===== src/rtl/serial_receiver.sv =====
// serial_receiver: 8N1 asynchronous serial receive front end.
// Oversamples the synchronized line at 16x the selected baud rate, votes
// each bit from three mid-bit samples, and hands completed bytes to the
// downstream core over a valid/ready handshake. Framing errors and
// overruns are reported as single-cycle pulses.
module serial_receiver #(
    parameter int unsigned DIV0 = 651,  // 4800 baud at 50 MHz
    parameter int unsigned DIV1 = 326,  // 9600 baud
    parameter int unsigned DIV2 = 163,  // 19200 baud
    parameter int unsigned DIV3 = 81    // 38400 baud
) (
    input  logic       clk,
    input  logic       rst_n,
    input  logic       din,
    input  logic [1:0] baud_sel,
    input  logic       ready,
    output logic [7:0] data,
    output logic       valid,
    output logic       frame_err,
    output logic       overrun,
    output logic       busy
);

    // Widest divisor sets the divisor counter width.
    localparam int unsigned DIV_A   = (DIV0 > DIV1) ? DIV0 : DIV1;
    localparam int unsigned DIV_B   = (DIV2 > DIV3) ? DIV2 : DIV3;
    localparam int unsigned DIV_TOP = (DIV_A > DIV_B) ? DIV_A : DIV_B;
    localparam int unsigned CW      = (DIV_TOP > 2) ? $clog2(DIV_TOP) : 1;

    typedef enum logic [2:0] {
        WAIT_HIGH,
        IDLE,
        START,
        DATA,
        STOP
    } state_t;

    state_t          state;
    state_t          state_nxt;

    logic            s_meta;
    logic            s;
    logic [1:0]      cur_sel;
    logic [CW-1:0]   div_cnt;
    logic [CW-1:0]   div_last;
    logic            tick;
    logic [3:0]      samp_cnt;
    logic            bit_end;
    logic [2:0]      bit_idx;
    logic [1:0]      vote;
    logic            maj_now;
    logic            maj_q;
    logic [7:0]      shift;

    logic            start_evt;
    logic            load_evt;
    logic            ferr_evt;

    // Two-flop synchronizer; resets to the idle-high line level.
    always_ff @(posedge clk or negedge rst_n) begin
        if (!rst_n) begin
            s_meta <= 1'b1;
            s      <= 1'b1;
        end else begin
            s_meta <= din;
            s      <= s_meta;
        end
    end

    // Baud selection is frozen at start-bit detection so mid-frame changes are ignored.
    always_ff @(posedge clk or negedge rst_n) begin
        if (!rst_n) begin
            cur_sel <= 2'b00;
        end else if (start_evt) begin
            cur_sel <= baud_sel;
        end
    end

    // Terminal count of the divisor for the latched baud rate.
    // NOTE: every output of a combinational block gets a value on every path
    // (default or full case), otherwise synthesis infers a latch.
    always_comb begin
        case (cur_sel)
            2'b00:   div_last = CW'(DIV0 - 1);
            2'b01:   div_last = CW'(DIV1 - 1);
            2'b10:   div_last = CW'(DIV2 - 1);
            default: div_last = CW'(DIV3 - 1);
        endcase
    end

    assign tick    = (state != IDLE) && (div_cnt == div_last);
    assign bit_end = tick && (samp_cnt == 4'd15);
    assign maj_now = (vote[0] & vote[1]) | (vote[0] & s) | (vote[1] & s);
    assign busy    = (state != IDLE);

    // Divisor counter: held at zero in IDLE so a frame's first tick is a full DIV after the edge.
    always_ff @(posedge clk or negedge rst_n) begin
        if (!rst_n) begin
            div_cnt <= '0;
        end else if (state == IDLE || tick) begin
            div_cnt <= '0;
        end else begin
            div_cnt <= div_cnt + 1'b1;
        end
    end

    // Sample counter: tick position within a bit, or run of high ticks in WAIT_HIGH.
    always_ff @(posedge clk or negedge rst_n) begin
        if (!rst_n) begin
            samp_cnt <= 4'd0;
        end else if (state_nxt != state) begin
            samp_cnt <= 4'd0;
        end else if (state == WAIT_HIGH && !s) begin
            samp_cnt <= 4'd0;
        end else if (tick) begin
            samp_cnt <= samp_cnt + 4'd1;
        end
    end

    // Data bit index, cleared while the start bit is being qualified.
    always_ff @(posedge clk or negedge rst_n) begin
        if (!rst_n) begin
            bit_idx <= 3'd0;
        end else if (state == START) begin
            bit_idx <= 3'd0;
        end else if (state == DATA && bit_end) begin
            bit_idx <= bit_idx + 3'd1;
        end
    end

    // Mid-bit voting: samples at ticks 7 and 8 are stored, tick 9 resolves the majority.
    always_ff @(posedge clk or negedge rst_n) begin
        if (!rst_n) begin
            vote  <= 2'b00;
            maj_q <= 1'b0;
        end else if (tick) begin
            case (samp_cnt)
                4'd7:    vote[0] <= s;
                4'd8:    vote[1] <= s;
                4'd9:    maj_q   <= maj_now;
                default: ;
            endcase
        end
    end

    // Receive shift register, LSB first: each voted bit enters at the top.
    // NOTE: this is an ordinary register, not a memory array, so it takes the
    // async reset like every other flop and never shows X downstream.
    always_ff @(posedge clk or negedge rst_n) begin
        if (!rst_n) begin
            shift <= 8'h00;
        end else if (state == DATA && bit_end) begin
            shift <= {maj_q, shift[7:1]};
        end
    end

    // State register.
    // NOTE: sequential state uses non-blocking assignments so every flop
    // samples pre-edge values regardless of statement order.
    always_ff @(posedge clk or negedge rst_n) begin
        if (!rst_n) begin
            state <= WAIT_HIGH;
        end else begin
            state <= state_nxt;
        end
    end

    // Next-state logic and single-cycle frame events.
    always_comb begin
        state_nxt = state;
        start_evt = 1'b0;
        load_evt  = 1'b0;
        ferr_evt  = 1'b0;
        case (state)
            WAIT_HIGH: begin
                // Sixteen consecutive high ticks prove the line is idle, not mid-frame.
                if (tick && s && samp_cnt == 4'd15) begin
                    state_nxt = IDLE;
                end
            end
            IDLE: begin
                if (!s) begin
                    state_nxt = START;
                    start_evt = 1'b1;
                end
            end
            START: begin
                // A start bit that votes high was a glitch; drop it silently.
                if (bit_end) begin
                    state_nxt = maj_q ? IDLE : DATA;
                end
            end
            DATA: begin
                if (bit_end && bit_idx == 3'd7) begin
                    state_nxt = STOP;
                end
            end
            STOP: begin
                // Decide at mid stop bit so the next start edge is not missed.
                if (tick && samp_cnt == 4'd9) begin
                    if (maj_now) begin
                        load_evt  = 1'b1;
                        state_nxt = IDLE;
                    end else begin
                        ferr_evt  = 1'b1;
                        state_nxt = WAIT_HIGH;
                    end
                end
            end
            default: state_nxt = WAIT_HIGH;
        endcase
    end

    // Output holding register, handshake and error pulses.
    always_ff @(posedge clk or negedge rst_n) begin
        if (!rst_n) begin
            data      <= 8'h00;
            valid     <= 1'b0;
            frame_err <= 1'b0;
            overrun   <= 1'b0;
        end else begin
            frame_err <= ferr_evt;
            // A byte accepted in the same cycle as a new load is not lost.
            overrun   <= load_evt && valid && !ready;
            if (load_evt) begin
                data  <= shift;
                valid <= 1'b1;
            end else if (valid && ready) begin
                valid <= 1'b0;
            end
        end
    end

endmodule


===== config.mk =====
export PLATFORM = sky130hd
export DESIGN_NAME = serial_receiver
export DESIGN_NICKNAME = d
export VERILOG_FILES = /design/src/rtl/serial_receiver.sv
export SDC_FILE = /design/constraint.sdc
export NUM_CORES = 1
export LEC_CHECK = 0
export CORE_UTILIZATION = 40
export DETAILED_ROUTE_END_ITERATION = 10
export DONT_BUFFER_PORTS = 1
export GPL_TIMING_DRIVEN = 0
export RECOVER_POWER = 100
export SLEW_MARGIN = 15
export SYNTH_ARGS = -nofsm -noshare
export SYNTH_HDL_FRONTEND = slang
export SYNTH_SLANG_ARGS = --single-unit

===== constraint.sdc =====
create_clock -name clk -period 2.4 [get_ports clk]
set_clock_uncertainty 0.15 [all_clocks]
set_input_delay 0.6 -clock clk [delete_from_list [all_inputs] [get_ports clk]]
set_output_delay 0.6 -clock clk [all_outputs]
set_load 0.1 [all_outputs]

==> impl_metrics.py, run 1 <==
metrics = {
    "route": {
        "antenna_left": 0,
        "avgViaCountPerCell": 5.388,
        "wl_um": 4275,
        "first_iter_violations": 60,
        "drtPass1Iterations": 4,
        "drcViolationCount": 0,
        "num_vias": 1541,
        "wl_per_cell_um": 14.95,
    },
    "clocking": {
        "clock-sinks": 46,
        "clk_latency_ns": 0.30,
        "path_clk_slew_ns": 0.09,
        "numCtsBuffers": 5,
        "htree_levels": 2,
        "clk_path_buf_depth": 2,
        "cts_tree": "built",
        "root_buffer": "clkbuf_8",
    },
    "setup_path": {
        "end_kind": "flop",
        "slowest_stage": "dfrtp_1",
        "cp-start-kind": "flop",
        "rr_worst_depth": 5,
        "cp_max_fo": 6,
        "critPathRequiredTime_ns": 2.44,
        "path_class": "flop to flop",
        "arrival_ns": 2.30,
        "slowest_delay_ns": 0.48,
        "crit_chain": "nor4b_4 -> nand3_1 -> a31o_2 -> nor4_1 -> mux2_2",
    },
    "cells_and_area": {
        "nets": 225,
        "multi_input_area_mm2": 0.001111,
        "area_growth_pct": 8.983,
        "n_fill_cell": 541,
        "antenna_cells": 0,
        "drive_gt1_share_pct": 23.83,
        "regArea_mm2": 0.001154,
        "final_util_pct": 45.48,
        "final_cells": 286,
        "stdcell_area_mm2": 0.002520,
    },
    "global_routing": {
        "grt_pass1_vias": 1643,
        "antenna_found_initial": 0,
        "gr-usage-all-layers_pct": 16.32,
        "grt_pass1_wl_um": 7838,
        "grt_max_degree": 47,
        "overflow": 0,
    },
    "logic_synthesis": {
        "yosys-top-cells-area": "dfrtp_1, mux2_2, nor2_1, ha_1, dfstp_2",
        "synth_common_cells": "dfrtp_1, nor2_1, mux2_2",
        "synth_compound_area_share_pct": 8.550,
        "yosysSeqAreaShare_pct": 49.89,
        "synth_simple_gate_area_share_pct": 20.08,
        "synthArstFlopShare_pct": 100.0,
        "yosys.area_share.adder_pct": 3.680,
        "synth_edf_count": 0,
        "synth_xor_area_share_pct": 3.030,
        "synth_most_common_cell": "dfrtp_1",
        "syn_nets": 216,
        "synth_area_leader_cell": "dfrtp_1",
        "yosys_register_bits": 46,
        "yosys_warnings": 0,
        "syn_avg_cell_area_um2": 11.33,
        "ys_types": 55,
        "synthDominantCellAreaShare_pct": 47.62,
        "netlist_instances": 204,
        "synth-main-ff-cell": "dfrtp_1",
        "synth_area_mm2": 0.002312,
        "synth_mux_area_share_pct": 12.45,
        "synth_top_family_by_area": "simple AND/OR/NAND/NOR gates",
    },
    "place": {
        "portBuffers": 0,
        "dp_cells": 276,
        "hpwl_um": 2986,
        "placedInstanceArea_mm2": 0.002404,
        "place.gp.congestion": 0.8303,
    },
    "timing": {
        "tns_ns": 0,
        "period_share_pct": 94.33,
        "holdWs_ns": 0.1425,
        "slew_headroom_pct": 25.80,
        "grt_setup_unrepaired": "no",
        "max_clock_freq_mhz": 441.7,
        "final-setup-viol-count": 0,
        "hold_viol": 0,
        "min_period_ns": 2.264,
        "final_max_slew_viol_count": 0,
        "tightest_slew_ns": 1.113,
    },
    "floorplan": {
        "rows": 27,
        "start_util_pct": 41.73,
        "dieArea_mm2": 0.006089,
        "core_mm2": 0.005540,
        "die_h_um": 78.03,
        "ios": 18,
        "chipWidth_um": 78.03,
    },
    "min_path": {
        "hold_class": "input pin to flop",
        "hold_depth": 0,
    },
    "pwr": {
        "ir_worst_vdd_mv": 0.3570,
        "power.static_leakage_nw": 1.150,
        "powerDensity_mw_per_mm2": 511.8,
    },
    "outcome": {
        "status": "complete, no violations",
    },
    "job": {
        "maxCapViolations": 0,
    },
}
[sequential cells by signal (all words and copies together), names as in the netlist]
| name | count |
|---|---|
| cur_sel | 2 |
| s_meta | 1 |
| data | 8 |
| shift | 8 |
| samp_cnt | 4 |
| maj_q | 1 |
| overrun | 1 |
| state | 3 |
| bit_idx | 3 |
| vote | 2 |
| div_cnt | 10 |
| s | 1 |
| valid | 1 |
| frame_err | 1 |
[logic make-up (layout without fill, tap and decap cells)]
group / Yosys count / after routing
xor gates and xnor gates: 8 / 8
adders and majority gates: 7 / 7
and+or+nand+nor: 79 / 79
DFF: 46 / 46
buffers and inverters: 12 / 22
muxes: 26 / 26
AOI/OAI and AO/OA: 26 / 26
[critical path, delay by kind of cell, from the launching register on]
| family | cells | cell delay, ns |
|---|---|---|
| AOI/OAI and AO/OA | 1 | 0.31 |
| muxes | 1 | 0.38 |
| and+or+nand+nor | 3 | 0.83 |
| DFF | 1 | 0.48 |
[cell type report]
cell class / count / share of cell area [%]
buffer: 5 / 1.092
multi-input combinational: 146 / 44.09
tap: 72 / 3.575
timing repair buffer: 2 / 0.5958
clock buffer: 5 / 2.731
clock inverter: 3 / 0.9930
inverter: 7 / 1.142
sequential: 46 / 45.78
[routing by layer]
metal,up-vias,share of wire [%],GRT usage [%]
met5,-,0,0
met4,0,0.58,3.889
met3,2,3.9,4.884
met2,24,46,25.40
met1,756,50,22.39
li1,759,-,-
[power by group]
part	leakage [nW]	total, W	switching (W)	internal (W)
Sequential	0.622	0.000779	0.00000171	0.000778
Combinational	0.484	0.0000192	0.0000166	0.00000266
Clock	0.0447	0.000491	0.000281	0.000211
[worst paths after layout]
kind                                           start                       to  slack (ns)
worst max-delay path            div_cnt[3]$_DFF_PN0_      vote[1]$_DFFE_PN0P_        0.14
worst max register to register  div_cnt[3]$_DFF_PN0_      vote[1]$_DFFE_PN0P_        0.14
max in group asynchronous                      rst_n  samp_cnt[1]$_DFFE_PN0P_        0.51
worst min-delay path                             din         s_meta$_DFF_PN1_        0.14
worst min register to register      s_meta$_DFF_PN1_              s$_DFF_PN1_        0.21
min in group asynchronous                      rst_n     div_cnt[8]$_DFF_PN0_        0.91
[cell usage in the layout (no fill, tap or decap), types with 4 or more instances in the layout]
cell	instances
nor3_1	5
nand2_1	6
nand3_1	9
nor2_1	23
mux2_2	22
and3_1	6
inv_1	6
nor2b_1	5
clkbuf_8	5
ha_1	6
nand4_1	4
o21ai_0	6
mux2i_1	4
dfrtp_1	44
xnor2_1	5
[stage by stage]
stage	setup WS [ns]	total power (W)
6_report	0.1361	0.001290
4_1_cts	0.1142	0.001329
3_5_place_dp	-0.07349	0.0007980
5_1_grt	0.01490	0.001347
2_1_floorplan	0.1871	0.0007968
3_3_place_gp	-0.08068	0.0007981
[repair_timing]
item                                    CTS  global route
endpoints found under the setup margin   12             5
setup buffers                             0             0
hold buffers                              2             0
hold endpoints to repair                 46             0
gates resized for setup                   2             1
Power figures use the tool's default switching activity.
==> run 2, diff against run 1 <==
--- a/config.mk
+++ b/config.mk
@@ -5,6 +5,7 @@
 export SDC_FILE = /design/constraint.sdc
 export NUM_CORES = 1
 export LEC_CHECK = 0
+export CAP_MARGIN = 15
 export CORE_UTILIZATION = 40
 export DETAILED_ROUTE_END_ITERATION = 10
 export DONT_BUFFER_PORTS = 1
==> constraint.sdc (replaced) <==
create_clock -name clk -period 2.8 [get_ports clk]
set_clock_uncertainty 0.15 [all_clocks]
set_input_delay 0.7 -clock clk [delete_from_list [all_inputs] [get_ports clk]]
set_output_delay 0.7 -clock clk [all_outputs]
set_load 0.1 [all_outputs]
==> run 2 against run 1 <==
Net effect:
- non-clock buffer count fell by 1
- clock power rose by 2%
- core utilization fell by 0.61 points
- final cell count fell by 0.35%
- critical path depth rose by 1
- register-to-register slack improved by 0.11 ns
- via count rose by 1.5%
- flip-flop and latch count did not move
- critical path type unchanged
- largest cell class unchanged
- largest power group unchanged
- highest routed layer unchanged
==> impl_metrics.py, run 2 (synthesized netlist as in run 1, its figures left out) <==
metrics = {
    "outcome": {
        "status": "complete, no violations",
    },
    "timing": {
        "tns_ns": 0,
        "slew_headroom_pct": 25.90,
        "period_share_pct": 91.30,
        "tightest_slew_ns": 1.111,
        "final_max_slew_viol_count": 0,
        "max_clock_freq_mhz": 391.2,
        "final-setup-viol-count": 0,
        "min_period_ns": 2.556,
        "grt_setup_unrepaired": "no",
        "fin_ws_ns": 0.2437,
        "hold_viol": 0,
    },
    "cells_and_area": {
        "final_cell_mix": "dfrtp_1, nor2_1, mux2_2, nand3_1",
        "top_regs": "div_cnt x10, data x8, shift x8",
        "largest_reg_flops": 10,
        "multi_input_area_mm2": 0.001076,
        "drive_gt1_share_pct": 20.66,
        "regArea_mm2": 0.001154,
        "antenna_cells": 0,
        "top_register": "div_cnt",
        "area_growth_pct": 7.521,
        "final_common_cell": "dfrtp_1",
        "final_util_pct": 44.87,
        "final_cells": 285,
        "n_fill_cell": 542,
        "stdcell_area_mm2": 0.002486,
        "nets": 224,
    },
    "route": {
        "avgViaCountPerCell": 5.488,
        "drtPass1Iterations": 4,
        "wl_per_cell_um": 15.44,
        "antenna_left": 0,
        "wl_um": 4401,
        "first_iter_violations": 56,
        "drcViolationCount": 0,
        "num_vias": 1564,
    },
    "global_routing": {
        "gr-usage-all-layers_pct": 16.80,
        "antenna_found_initial": 0,
        "grt_max_degree": 45,
        "overflow": 0,
        "grt_pass1_vias": 1633,
        "grt_pass1_wl_um": 7797,
    },
    "floorplan": {
        "core_mm2": 0.005540,
        "dieArea_mm2": 0.006089,
        "ios": 18,
        "start_util_pct": 41.73,
        "rows": 27,
        "die_h_um": 78.03,
        "chipWidth_um": 78.03,
    },
    "clocking": {
        "root_buffer": "clkbuf_8",
        "clk_path_buf_depth": 2,
        "cts_tree": "built",
        "numCtsBuffers": 5,
        "path_clk_slew_ns": 0.09,
        "clk_latency_ns": 0.30,
        "htree_levels": 2,
        "clock-sinks": 46,
    },
    "place": {
        "hpwl_um": 2987,
        "place.gp.congestion": 0.7962,
        "dp_cells": 276,
        "dp_slack_ns": -0.2795,
        "portBuffers": 0,
        "placedInstanceArea_mm2": 0.002402,
    },
    "min_path": {
        "hold_class": "input pin to async pin",
    },
    "pwr": {
        "ir_worst_vdd_mv": 0.3389,
        "powerDensity_mw_per_mm2": 477.0,
        "power.static_leakage_nw": 1.150,
    },
    "setup_path": {
        "cp-start-kind": "flop",
        "cp_max_fo": 10,
        "critPathRequiredTime_ns": 2.85,
        "path_class": "flop to flop",
        "arrival_ns": 2.61,
        "end_kind": "flop",
    },
    "job": {
        "maxCapViolations": 0,
    },
}
run 2: cell types whose count changed in the layout (fill, tap and decap cells not counted), sizes merged:
cell / delta
buf: -2
clkbuf: +2
bufinv: +1
clkinvlp: -1
dlygate4sd3: -1
run 2: metal layers:
| layer | vias to the layer above | global-route usage, % | share of wire, % | routed length (um) |
|---|---|---|---|---|
| met1 | 769 | 23.53 | 51 | 2228 |
| met2 | 29 | 25.22 | 44 | 1915 |
| met5 | - | 0 | 0 | 0 |
| met3 | 6 | 4.884 | 4.5 | 197 |
| li1 | 760 | - | - | - |
| met4 | 0 | 5.000 | 1.3 | 59 |
run 2: area by class of cell:
| class | count | area share (%) |
|---|---|---|
| tap | 72 | 3.624 |
| clock buffer | 5 | 2.768 |
| sequential | 46 | 46.40 |
| inverter | 7 | 1.057 |
| timing repair buffer | 1 | 0.2013 |
| buffer | 5 | 0.9059 |
| clock inverter | 3 | 1.761 |
| multi-input combinational | 146 | 43.28 |
run 2: repair_timing:
| item | CTS | global route |
|---|---|---|
| gates resized for setup | 1 | 0 |
| setup buffers | 0 | 0 |
| setup endpoints to repair | 13 | 0 |
| hold buffers | 1 | 0 |
| endpoints found under the hold margin | 44 | 0 |
run 2: worst paths after layout:
path,startpoint,end,slack (ns),depth (start not counted)
max,div_cnt[3]$_DFF_PN0_,overrun$_DFF_PN0_,0.24,6
min,rst_n,s_meta$_DFF_PN1_,0.08,0
max reg2reg,div_cnt[3]$_DFF_PN0_,overrun$_DFF_PN0_,0.24,6
min reg2reg,s_meta$_DFF_PN1_,s$_DFF_PN1_,0.21,0
max in group asynchronous,rst_n,data[2]$_DFFE_PN0P_,1.37,1
min in group clk,s_meta$_DFF_PN1_,s$_DFF_PN1_,0.21,0
run 2: stage by stage:
| step | total power [W] | hold WS, ns |
|---|---|---|
| 2_1_floorplan | 0.0006829 | 0.1952 |
| 3_3_place_gp | 0.0006841 | 0.1961 |
| 3_5_place_dp | 0.0006839 | 0.1976 |
| 4_1_cts | 0.001210 | 0.07244 |
| 5_1_grt | 0.001243 | 0.05589 |
| 6_report | 0.001186 | 0.08285 |
run 2: power breakdown:
group	total, W	internal (W)	switching [W]
clock	0.000503	0.000268	0.000235
sequential	0.000668	0.000666	0.00000142
combinational	0.0000153	0.00000137	0.0000139
run 2: critical path: stages (launching register included):
cell and delay, ns:
dfrtp_1 0.47, nor4b_2 0.35, nand3_1 0.15, a31oi_1 0.42, clkbuf_1 0.42, nand2_1 0.24
nor4b_1 0.27
==> run 3, diff against run 2 <==
--- a/config.mk
+++ b/config.mk
@@ -6,10 +6,13 @@
 export NUM_CORES = 1
 export LEC_CHECK = 0
 export CAP_MARGIN = 15
+export CELL_PAD_IN_SITES_DETAIL_PLACEMENT = 0
+export CELL_PAD_IN_SITES_GLOBAL_PLACEMENT = 1
 export CORE_UTILIZATION = 40
 export DETAILED_ROUTE_END_ITERATION = 10
 export DONT_BUFFER_PORTS = 1
 export GPL_TIMING_DRIVEN = 0
+export PLACE_DENSITY_LB_ADDON = 0.1
 export RECOVER_POWER = 100
 export SLEW_MARGIN = 15
 export SYNTH_ARGS = -nofsm -noshare
==> run 3 against run 2 <==
Net effect:
- the run now ends with capacitance limit, slew limit left
- global-route usage is 1.3 points higher
- die area stayed put
- final cell count stayed put
- combinational power is 4% higher
- hold slack better by 0.00068 ns
- critical endpoint is now busy
- largest power group unchanged
- highest routed layer unchanged
==> impl_metrics.py, run 3 (synthesized netlist as in run 1, its figures left out) <==
metrics = {
    "outcome": {
        "status": "finished, violations left",
        "violations": "capacitance limit, slew limit",
    },
    "floorplan": {
        "ios": 18,
        "rows": 27,
        "start_util_pct": 41.73,
        "chipWidth_um": 78.03,
        "core_mm2": 0.005540,
        "die_h_um": 78.03,
        "dieArea_mm2": 0.006089,
    },
    "route": {
        "num_vias": 1625,
        "top_layer": "met4",
        "route.met3.wl_um": 159,
        "drtPass1Iterations": 5,
        "avgViaCountPerCell": 5.702,
        "wl_met2_um": 2258,
        "first_iter_violations": 121,
        "antenna_left": 0,
        "wl_um": 4826,
        "wl_per_cell_um": 16.93,
        "drcViolationCount": 0,
        "met1_length_um": 2327,
    },
    "cells_and_area": {
        "multi_input_area_mm2": 0.001095,
        "area_growth_pct": 8.874,
        "regArea_mm2": 0.001154,
        "final_common_cell": "dfrtp_1",
        "largest_reg_flops": 10,
        "final_cell_mix": "dfrtp_1, nor2_1, mux2_2, nand3_1",
        "drive_gt1_share_pct": 22.07,
        "top_regs": "div_cnt x10, data x8, shift x8",
        "n_fill_cell": 536,
        "antenna_cells": 0,
        "nets": 224,
        "top_register": "div_cnt",
    },
    "global_routing": {
        "grt_max_degree": 45,
        "grt_pass1_wl_um": 8452,
        "grt_pass1_vias": 1680,
        "overflow": 0,
        "antenna_found_initial": 0,
        "gr-usage-all-layers_pct": 18.11,
    },
    "timing": {
        "final-setup-viol-count": 0,
        "max_clock_freq_mhz": 405.9,
        "tightest_slew_ns": 1.920,
        "min_period_ns": 2.464,
        "final_max_slew_viol_count": 45,
        "period_share_pct": 87.99,
        "grt_setup_unrepaired": "no",
        "slew_headroom_pct": -28.20,
        "hold_viol": 0,
        "holdWs_ns": 0.08353,
    },
    "setup_path": {
        "path_class": "flop to primary output",
        "cp_max_fo": 9,
        "cp-start-kind": "flop",
        "crit_chain": "buf_2 -> nor3b_2 -> inv_2",
        "startpoint": "state[2]$_DFF_PN0_",
        "crit_buf_inv": 2,
        "slowest_stage": "nor3b_2",
        "critPathTopFamily": "buffers and inverters",
        "end_kind": "primary output",
        "arrival_ns": 1.61,
        "critPathRequiredTime_ns": 1.95,
        "slowest_delay_ns": 0.41,
        "r2r-start": "div_cnt[3]$_DFF_PN0_",
    },
    "min_path": {
        "hold_class": "input pin to async pin",
    },
    "pwr": {
        "power_w": 0.001186,
        "powerDensity_mw_per_mm2": 471.2,
        "power.static_leakage_nw": 1.168,
        "ir_worst_vdd_mv": 0.3028,
    },
    "place": {
        "portBuffers": 0,
        "place.gp.congestion": 0.8446,
        "hpwl_um": 3311,
    },
    "clocking": {
        "clk_latency_ns": 0.30,
        "clk_path_buf_depth": 2,
        "path_clk_slew_ns": 0.09,
        "numCtsBuffers": 5,
        "htree_levels": 2,
        "root_buffer": "clkbuf_8",
        "cts_tree": "built",
        "clock-sinks": 46,
    },
    "job": {
        "maxCapViolations": 1,
    },
}
==> run 3: worst reg2reg max path, stage by stage, from the launching register on <==
cell and delay (ns):
dfrtp_1 0.48, nor4b_4 0.33, nand4b_1 0.19, a31oi_2 0.29
nand3_1 0.43, mux2_2 0.42
==> run 3: path summary, 6_finish.rpt <==
path | endpoint | slack (ns) | cells after the start
min in group clk | s$_DFF_PN1_ | 0.21 | 0
worst max-delay path | busy | 0.34 | 3
worst min-delay path | s_meta$_DFF_PN1_ | 0.08 | 0
max in group asynchronous | shift[4]$_DFFE_PN0P_ | 0.59 | 1
worst min register to register | s$_DFF_PN1_ | 0.21 | 0
worst max register to register | data[0]$_DFFE_PN0P_ | 0.40 | 5
==> run 3: area by class of cell <==
class / count / area share (%)
flip-flops and latches: 46 / 45.83
clock inverters: 3 / 1.740
inverters: 7 / 1.044
well taps: 72 / 3.579
multi-input cells: 146 / 43.49
repair buffers: 1 / 0.4970
plain buffers: 5 / 1.093
clock buffers: 5 / 2.734
==> run 3: routing by layer <==
metal / vias up / track usage, %
met3: 8 / 3.256
li1: 766 / -
met5: - / 0
met2: 33 / 29.12
met1: 818 / 24.48
met4: 0 / 6.667
==> run 3: metrics by stage <==
| step | utilization (%) | instance area, um2 | setup slack, ns | std cells | setup TNS, ns |
|---|---|---|---|---|---|
| 2_1_floorplan | - | 2312 | 0.1434 | 204 | 0 |
| 3_3_place_gp | 43.36 | 2402 | -0.2889 | 276 | -3.002 |
| 3_5_place_dp | 43.36 | 2402 | -0.3012 | 276 | -3.071 |
| 4_1_cts | 45.91 | 2544 | 0.1579 | 285 | 0 |
| 5_1_grt | 45.44 | 2517 | 0.1786 | 285 | 0 |
| 6_report | 45.44 | 2517 | 0.3363 | 285 | 0 |
==> run 3: power by group <==
part,switching [W],internal [W]
Clock,0.000235,0.000268
Sequential,0.00000153,0.000666
Combinational,0.0000138,0.00000207
Total,0.000250,0.000936
==> run 3: repair_timing <==
action	CTS	global route
gates resized for setup	1	1
hold endpoints to repair	44	0
setup endpoints to repair	16	1
hold buffers	1	0
buffers inserted	0	0
